`src/rtl/ahb_gpio_ctrl.sv`:
```
// AHB-Lite GPIO controller: output/direction registers, synchronized pin readback,
// rising-edge interrupt status with enable mask, and atomic SET/CLR views of OUT.
module ahb_gpio_ctrl #(
  parameter int unsigned SYNC_STAGES = 2
) (
  input  logic        HCLK,
  input  logic        HRESETn,
  input  logic        HSEL,
  input  logic [31:0] HADDR,
  input  logic [1:0]  HTRANS,
  input  logic        HWRITE,
  input  logic        HREADY,
  input  logic [31:0] HWDATA,
  output logic [31:0] HRDATA,
  output logic        HREADYOUT,
  output logic        HRESP,
  output logic [31:0] pin_dir,
  output logic [31:0] pin_out,
  input  logic [31:0] pin_in,
  output logic        irq
);

  localparam int unsigned DW = 32;
  localparam int unsigned AW = 3;

  localparam logic [AW-1:0] A_OUT = 3'd0;
  localparam logic [AW-1:0] A_DIR = 3'd1;
  localparam logic [AW-1:0] A_IN  = 3'd2;
  localparam logic [AW-1:0] A_IE  = 3'd3;
  localparam logic [AW-1:0] A_IS  = 3'd4;
  localparam logic [AW-1:0] A_SET = 3'd5;
  localparam logic [AW-1:0] A_CLR = 3'd6;

  logic [DW-1:0] out_q, dir_q, ie_q, is_q, prev_q;
  logic [DW-1:0] out_n, dir_n, ie_n, is_n;
  logic [DW-1:0] sync_q [SYNC_STAGES];
  logic          dp_valid_q, dp_write_q;
  logic [AW-1:0] dp_addr_q;
  logic [DW-1:0] in_c, rise_c, rdata_c;
  logic          accept_c, wr_en_c;
  logic          unused_bits;

  assign unused_bits = ^{HADDR[31:5], HADDR[1:0], HTRANS[0]};

  assign accept_c = HSEL & HREADY & HTRANS[1];
  assign wr_en_c  = dp_valid_q & dp_write_q;
  assign in_c     = sync_q[SYNC_STAGES-1];
  assign rise_c   = in_c & ~prev_q;

  // Address-phase capture; an unaccepted cycle leaves an idle data phase.
  always_ff @(posedge HCLK or negedge HRESETn) begin
    if (!HRESETn) begin
      dp_valid_q <= 1'b0;
      dp_write_q <= 1'b0;
      dp_addr_q  <= '0;
    end else if (accept_c) begin
      dp_valid_q <= 1'b1;
      dp_write_q <= HWRITE;
      dp_addr_q  <= HADDR[4:2];
    end else begin
      dp_valid_q <= 1'b0;
    end
  end

  // Pad synchronizer plus one extra stage for edge detection.
  always_ff @(posedge HCLK or negedge HRESETn) begin
    if (!HRESETn) begin
      for (int unsigned i = 0; i < SYNC_STAGES; i++) sync_q[i] <= '0;
      prev_q <= '0;
    end else begin
      sync_q[0] <= pin_in;
      for (int unsigned i = 1; i < SYNC_STAGES; i++) sync_q[i] <= sync_q[i-1];
      prev_q <= in_c;
    end
  end

  // Register write decode; a rising edge overrides a same-cycle W1C.
  always_comb begin
    out_n = out_q;
    dir_n = dir_q;
    ie_n  = ie_q;
    is_n  = is_q;
    if (wr_en_c) begin
      case (dp_addr_q)
        A_OUT:   out_n = HWDATA;
        A_DIR:   dir_n = HWDATA;
        A_IE:    ie_n  = HWDATA;
        A_IS:    is_n  = is_q & ~HWDATA;
        A_SET:   out_n = out_q | HWDATA;
        A_CLR:   out_n = out_q & ~HWDATA;
        default: ;
      endcase
    end
    is_n = is_n | rise_c;
  end

  always_ff @(posedge HCLK or negedge HRESETn) begin
    if (!HRESETn) begin
      out_q <= '0;
      dir_q <= '0;
      ie_q  <= '0;
      is_q  <= '0;
    end else begin
      out_q <= out_n;
      dir_q <= dir_n;
      ie_q  <= ie_n;
      is_q  <= is_n;
    end
  end

  // Read mux; write-only, unmapped and idle data phases read as zero.
  always_comb begin
    rdata_c = '0;
    if (dp_valid_q && !dp_write_q) begin
      case (dp_addr_q)
        A_OUT:   rdata_c = out_q;
        A_DIR:   rdata_c = dir_q;
        A_IN:    rdata_c = in_c;
        A_IE:    rdata_c = ie_q;
        A_IS:    rdata_c = is_q;
        default: rdata_c = '0;
      endcase
    end
  end

  assign HRDATA    = rdata_c;
  assign HREADYOUT = 1'b1;
  assign HRESP     = 1'b0;
  assign pin_out   = out_q;
  assign pin_dir   = dir_q;
  assign irq       = |(is_q & ie_q);

endmodule

```
`config.mk`:
```
export PLATFORM = sky130hd
export DESIGN_NAME = ahb_gpio_ctrl
export DESIGN_NICKNAME = d
export VERILOG_FILES = /design/src/rtl/ahb_gpio_ctrl.sv
export SDC_FILE = /design/constraint.sdc
export NUM_CORES = 1
export LEC_CHECK = 0
export ABC_CLOCK_PERIOD_IN_PS = 3850
export CAP_MARGIN = 30
export CORE_UTILIZATION = 35
export DETAILED_ROUTE_END_ITERATION = 8
export GPL_TIMING_DRIVEN = 0
export SYNTH_ARGS = -nofsm -noshare
export SYNTH_HDL_FRONTEND = slang
export SYNTH_SLANG_ARGS = --single-unit
```
`constraint.sdc`:
```
create_clock -name HCLK -period 3.85 [get_ports HCLK]
set_input_delay 0.77 -clock HCLK [delete_from_list [all_inputs] [get_ports HCLK]]
set_output_delay 0.77 -clock HCLK [all_outputs]
set_load 0.01 [all_outputs]
```
==> metrics.txt, run 1 <==
status=completed; Net Switching=0.00239 W; Mapped Area=0.0101 mm2; Reg clk slew, reported paths=0.06 ns; DP Area=0.0123 mm2; GRT Residual Overflow=0; Critical Path RT=3.08 ns; Final Cell Area=0.0131 mm2; fin cells=1423; Tightest Pin Transition=0.841 ns; CP endpoint kind=output port; Starting Density=0.359; share of cells above drive strength 1=0.130; Inst Count DP=1375; via/cell ratio=5.45; initial antenna violation count=1; largest net degree at the start of global routing=123; dpl hpwl=21.9 mm; die footprint=0.0294 mm2; final setup skew=0.0177 ns; Max Slew Vio Count=0; core area=0.0280 mm2; CTS max path bufs=3; Hold Vio Cnt, Final=0; number of port buffers=169; Final ANT Viol Nets=0; Clk pwr share=0.331; post-synth cell types=39; Root Driver=clkbuf_16; Top Ports=202; P per Cell Area=579 mW/mm2; Initial DRC Count=587; multi-input logic area=0.00377 mm2; Worst IR Drop VDD=339 uV; R2R setup slack=1.59 ns; syn nets=930; Die W=172 um; final setup TNS=0 ns; switching power share of the total=0.314; # clock sinks=229; fill count=2562; TritonCTS clock tree=yes; most common cell after layout, fill and taps aside=dfrtp_1; NumNets Final=1128; endpoints failing setup=0; site row count=61; leakage=5.61 nW; part of the power in registers=0.399; total CTS buffers=26; total number of vias=7757; Post-route DRC=0; Die Y=172 um; P&R area growth vs syn=30.6%; Syn. warnings=0; fmax=265 MHz; H-tree levels=1; Period minus WS final=3.78 ns; crit share post-route=0.982; CP arrival=3.01 ns; GPL Wtd Cong=0.888; Avg WL per Cell=22.8 um; Max-Cap Viols=0; Worst slew margin=0.439; vias in the first global route=7846; Setup CP Type=reg -> out; hold-fix buffer count after cts=0; overall global routing resource usage=0.225; Hold/Removal Path Class=in -> async; post-synthesis register bit count=229; Comb power frac=0.270; most frequent cells in the layout=229 x dfrtp_1, 168 x clkdlybuf4s50_1, 65 x inv_1; syn_area_per_cell=12.2 um2; CP Launch Type=register; Storage cell area=0.00573 mm2; Int Power=0.00523 W; Crit Path Max Fanout=10; Detailed Routing Iterations Pass 1=5; final WL=32.5 mm; Worst-Skew Late Latency=0.54 ns; ANT cells=0; sequential area share after synthesis=0.569; first-pass GRT wire length=49.3 mm; cells after synthesis=827
[cells in the mapped netlist]
cell type | number | share of area
a22o_1 | 32 | 0.028
mux2_4 | 30 | 0.045
o32ai_1 | 31 | 0.027
buf_4 | 2 | 0.0015
xnor2_1 | 1 | 0.00087
clkbuf_1 | 43 | 0.016
or3_1 | 3 | 0.0019
a21oi_1 | 32 | 0.016
a41oi_1 | 1 | 0.00087
nor3_2 | 1 | 0.00099
nor2b_1 | 1 | 0.00062
o2111a_1 | 1 | 0.0011
dfrtp_1 | 229 | 0.57
and3b_1 | 2 | 0.0017
buf_1 | 6 | 0.0022
o21ai_0 | 1 | 0.00050
nand3b_1 | 64 | 0.048
o21a_1 | 32 | 0.024
nand2_1 | 3 | 0.0011
nand2b_1 | 2 | 0.0012
buf_6 | 3 | 0.0034
xor2_1 | 1 | 0.00087
o2bb2ai_1 | 1 | 0.00087
o22ai_1 | 1 | 0.00062
inv_1 | 65 | 0.024
o211ai_1 | 31 | 0.023
a22oi_1 | 16 | 0.012
buf_2 | 16 | 0.0080
or4_1 | 1 | 0.00075
or2_2 | 1 | 0.00062
nand3_1 | 64 | 0.032
mux2_2 | 36 | 0.040
nand4b_1 | 32 | 0.028
mux2_1 | 2 | 0.0022
mux2i_1 | 32 | 0.032
a41o_1 | 1 | 0.00099
nand4_1 | 4 | 0.0025
inv_2 | 1 | 0.00037
conb_1 | 2 | 0.00075
[critical path: stages (launching register included)]
cell and delay, ns:
dfrtp_1 0.31, buf_2 0.19, clkbuf_1 0.51, clkbuf_1 0.51, o32ai_1 0.19, o21a_1 0.26, clkdlybuf4s50_1 0.49
[power groups by stage]
| stage | sequential, W | combinational [W] | clock (W) |
|---|---|---|---|
| 5_1_grt | 0.00308 | 0.00220 | 0.00266 |
| 3_5_place_dp | 0.00307 | 0.00204 | 0 |
| 3_3_place_gp | 0.00307 | 0.00202 | 0 |
| 6_report | 0.00304 | 0.00205 | 0.00252 |
| 4_1_cts | 0.00303 | 0.00206 | 0.00256 |
| 2_1_floorplan | 0.00309 | 0.000900 | 0 |
[flip-flops by register name, indices dropped and copies added, names as in the netlist]
name / count
ie_q: 32
pin_dir: 32
dp_valid_q: 1
dp_addr_q: 3
prev_q: 32
sync_q: 32
in_c: 32
pin_out: 32
is_q: 32
dp_write_q: 1
[through the flow]
| step | power, W | utilization | hold slack, ns | setup slack (ns) |
|---|---|---|---|---|
| floorplan | 0.00399 | - | 0.331 | 1.66 |
| global placement | 0.00509 | 0.437 | 0.334 | -7.91 |
| detailed placement | 0.00512 | 0.438 | 0.335 | 0.620 |
| CTS | 0.00765 | 0.469 | 0.339 | 0.0241 |
| global route | 0.00794 | 0.469 | 0.351 | -0.0100 |
| finish | 0.00761 | 0.469 | 0.281 | 0.0698 |
[layout make-up]
| class | count | area share |
|---|---|---|
| timing repair buffer | 170 | 0.131 |
| buffer | 70 | 0.0241 |
| multi-input combinational | 462 | 0.287 |
| clock buffer | 43 | 0.0628 |
| clock inverter | 5 | 0.00428 |
| inverter | 66 | 0.0188 |
| tap | 378 | 0.0360 |
| sequential | 229 | 0.436 |
[worst paths after layout]
| path | start | endpoint | cells past startpoint |
|---|---|---|---|
| hold reg to reg | sync_q[63]$_DFF_PN0_ | in_c[31]$_DFF_PN0_ | 0 |
| hold / removal | HRESETn | sync_q[37]$_DFF_PN0_ | 1 |
| min in group HCLK | sync_q[63]$_DFF_PN0_ | in_c[31]$_DFF_PN0_ | 0 |
| max in group asynchronous | HRESETn | pin_out[0]$_DFFE_PN0P_ | 2 |
| setup reg to reg | dp_addr_q[2]$_DFFE_PN0P_ | pin_out[10]$_DFFE_PN0P_ | 5 |
| setup / recovery | dp_addr_q[0]$_DFFE_PN0P_ | HRDATA[11] | 6 |
[layer usage]
metal / global-route usage / share of wire / up-vias
li1: - / - / 3431
met1: 0.318 / 0.44 / 3876
met2: 0.337 / 0.44 / 381
met3: 0.0529 / 0.087 / 67
met4: 0.0776 / 0.033 / 2
met5: 0 / 0.00052 / -
[repair_timing]
item / in CTS / in global routing
hold endpoints to repair: 0 / 0
setup endpoints to repair: 0 / 19
setup buffers: 0 / 0
gates resized for setup: 0 / 6
[cells by family (layout without fill, tap and decap cells)]
| group | after synthesis | in the layout | share of synthesized area |
|---|---|---|---|
| buffers and inverters | 136 | 354 | 0.0557 |
| AND/OR/NAND/NOR | 178 | 178 | 0.119 |
| multiplexers | 100 | 100 | 0.119 |
| other | 2 | 2 | 0.000746 |
| flip-flops | 229 | 229 | 0.569 |
| XOR/XNOR | 2 | 2 | 0.00174 |
| AO/OA/AOI/OAI | 180 | 180 | 0.135 |
Note: power is estimated with default switching activity, not from simulation.
==> run 2, diff against run 1 <==
--- a/config.mk
+++ b/config.mk
@@ -5,9 +5,10 @@
 export SDC_FILE = /design/constraint.sdc
 export NUM_CORES = 1
 export LEC_CHECK = 0
-export ABC_CLOCK_PERIOD_IN_PS = 3850
+export ABC_CLOCK_PERIOD_IN_PS = 3900
 export CAP_MARGIN = 30
 export CORE_UTILIZATION = 35
+export CTS_CLUSTER_DIAMETER = 80
 export DETAILED_ROUTE_END_ITERATION = 8
 export GPL_TIMING_DRIVEN = 0
 export SYNTH_ARGS = -nofsm -noshare
==> constraint.sdc (replaced) <==
create_clock -name HCLK -period 3.9 [get_ports HCLK]
set_input_delay 0.78 -clock HCLK [delete_from_list [all_inputs] [get_ports HCLK]]
set_output_delay 0.78 -clock HCLK [all_outputs]
set_load 0.01 [all_outputs]
==> results of run 2 <==
Same layout as run 1 (identical final DEF). Status: completed.
Main changes from that run: setup slack after placement 0.620 ns -> 0.660 ns; setup slack after layout 0.0698 ns -> 0.110 ns; hold slack 0.281 ns -> 0.291 ns; register-to-register setup slack 1.59 ns -> 1.64 ns; total power 0.00761 W -> 0.00752 W; worst IR drop on VDD 339 uV -> 335 uV
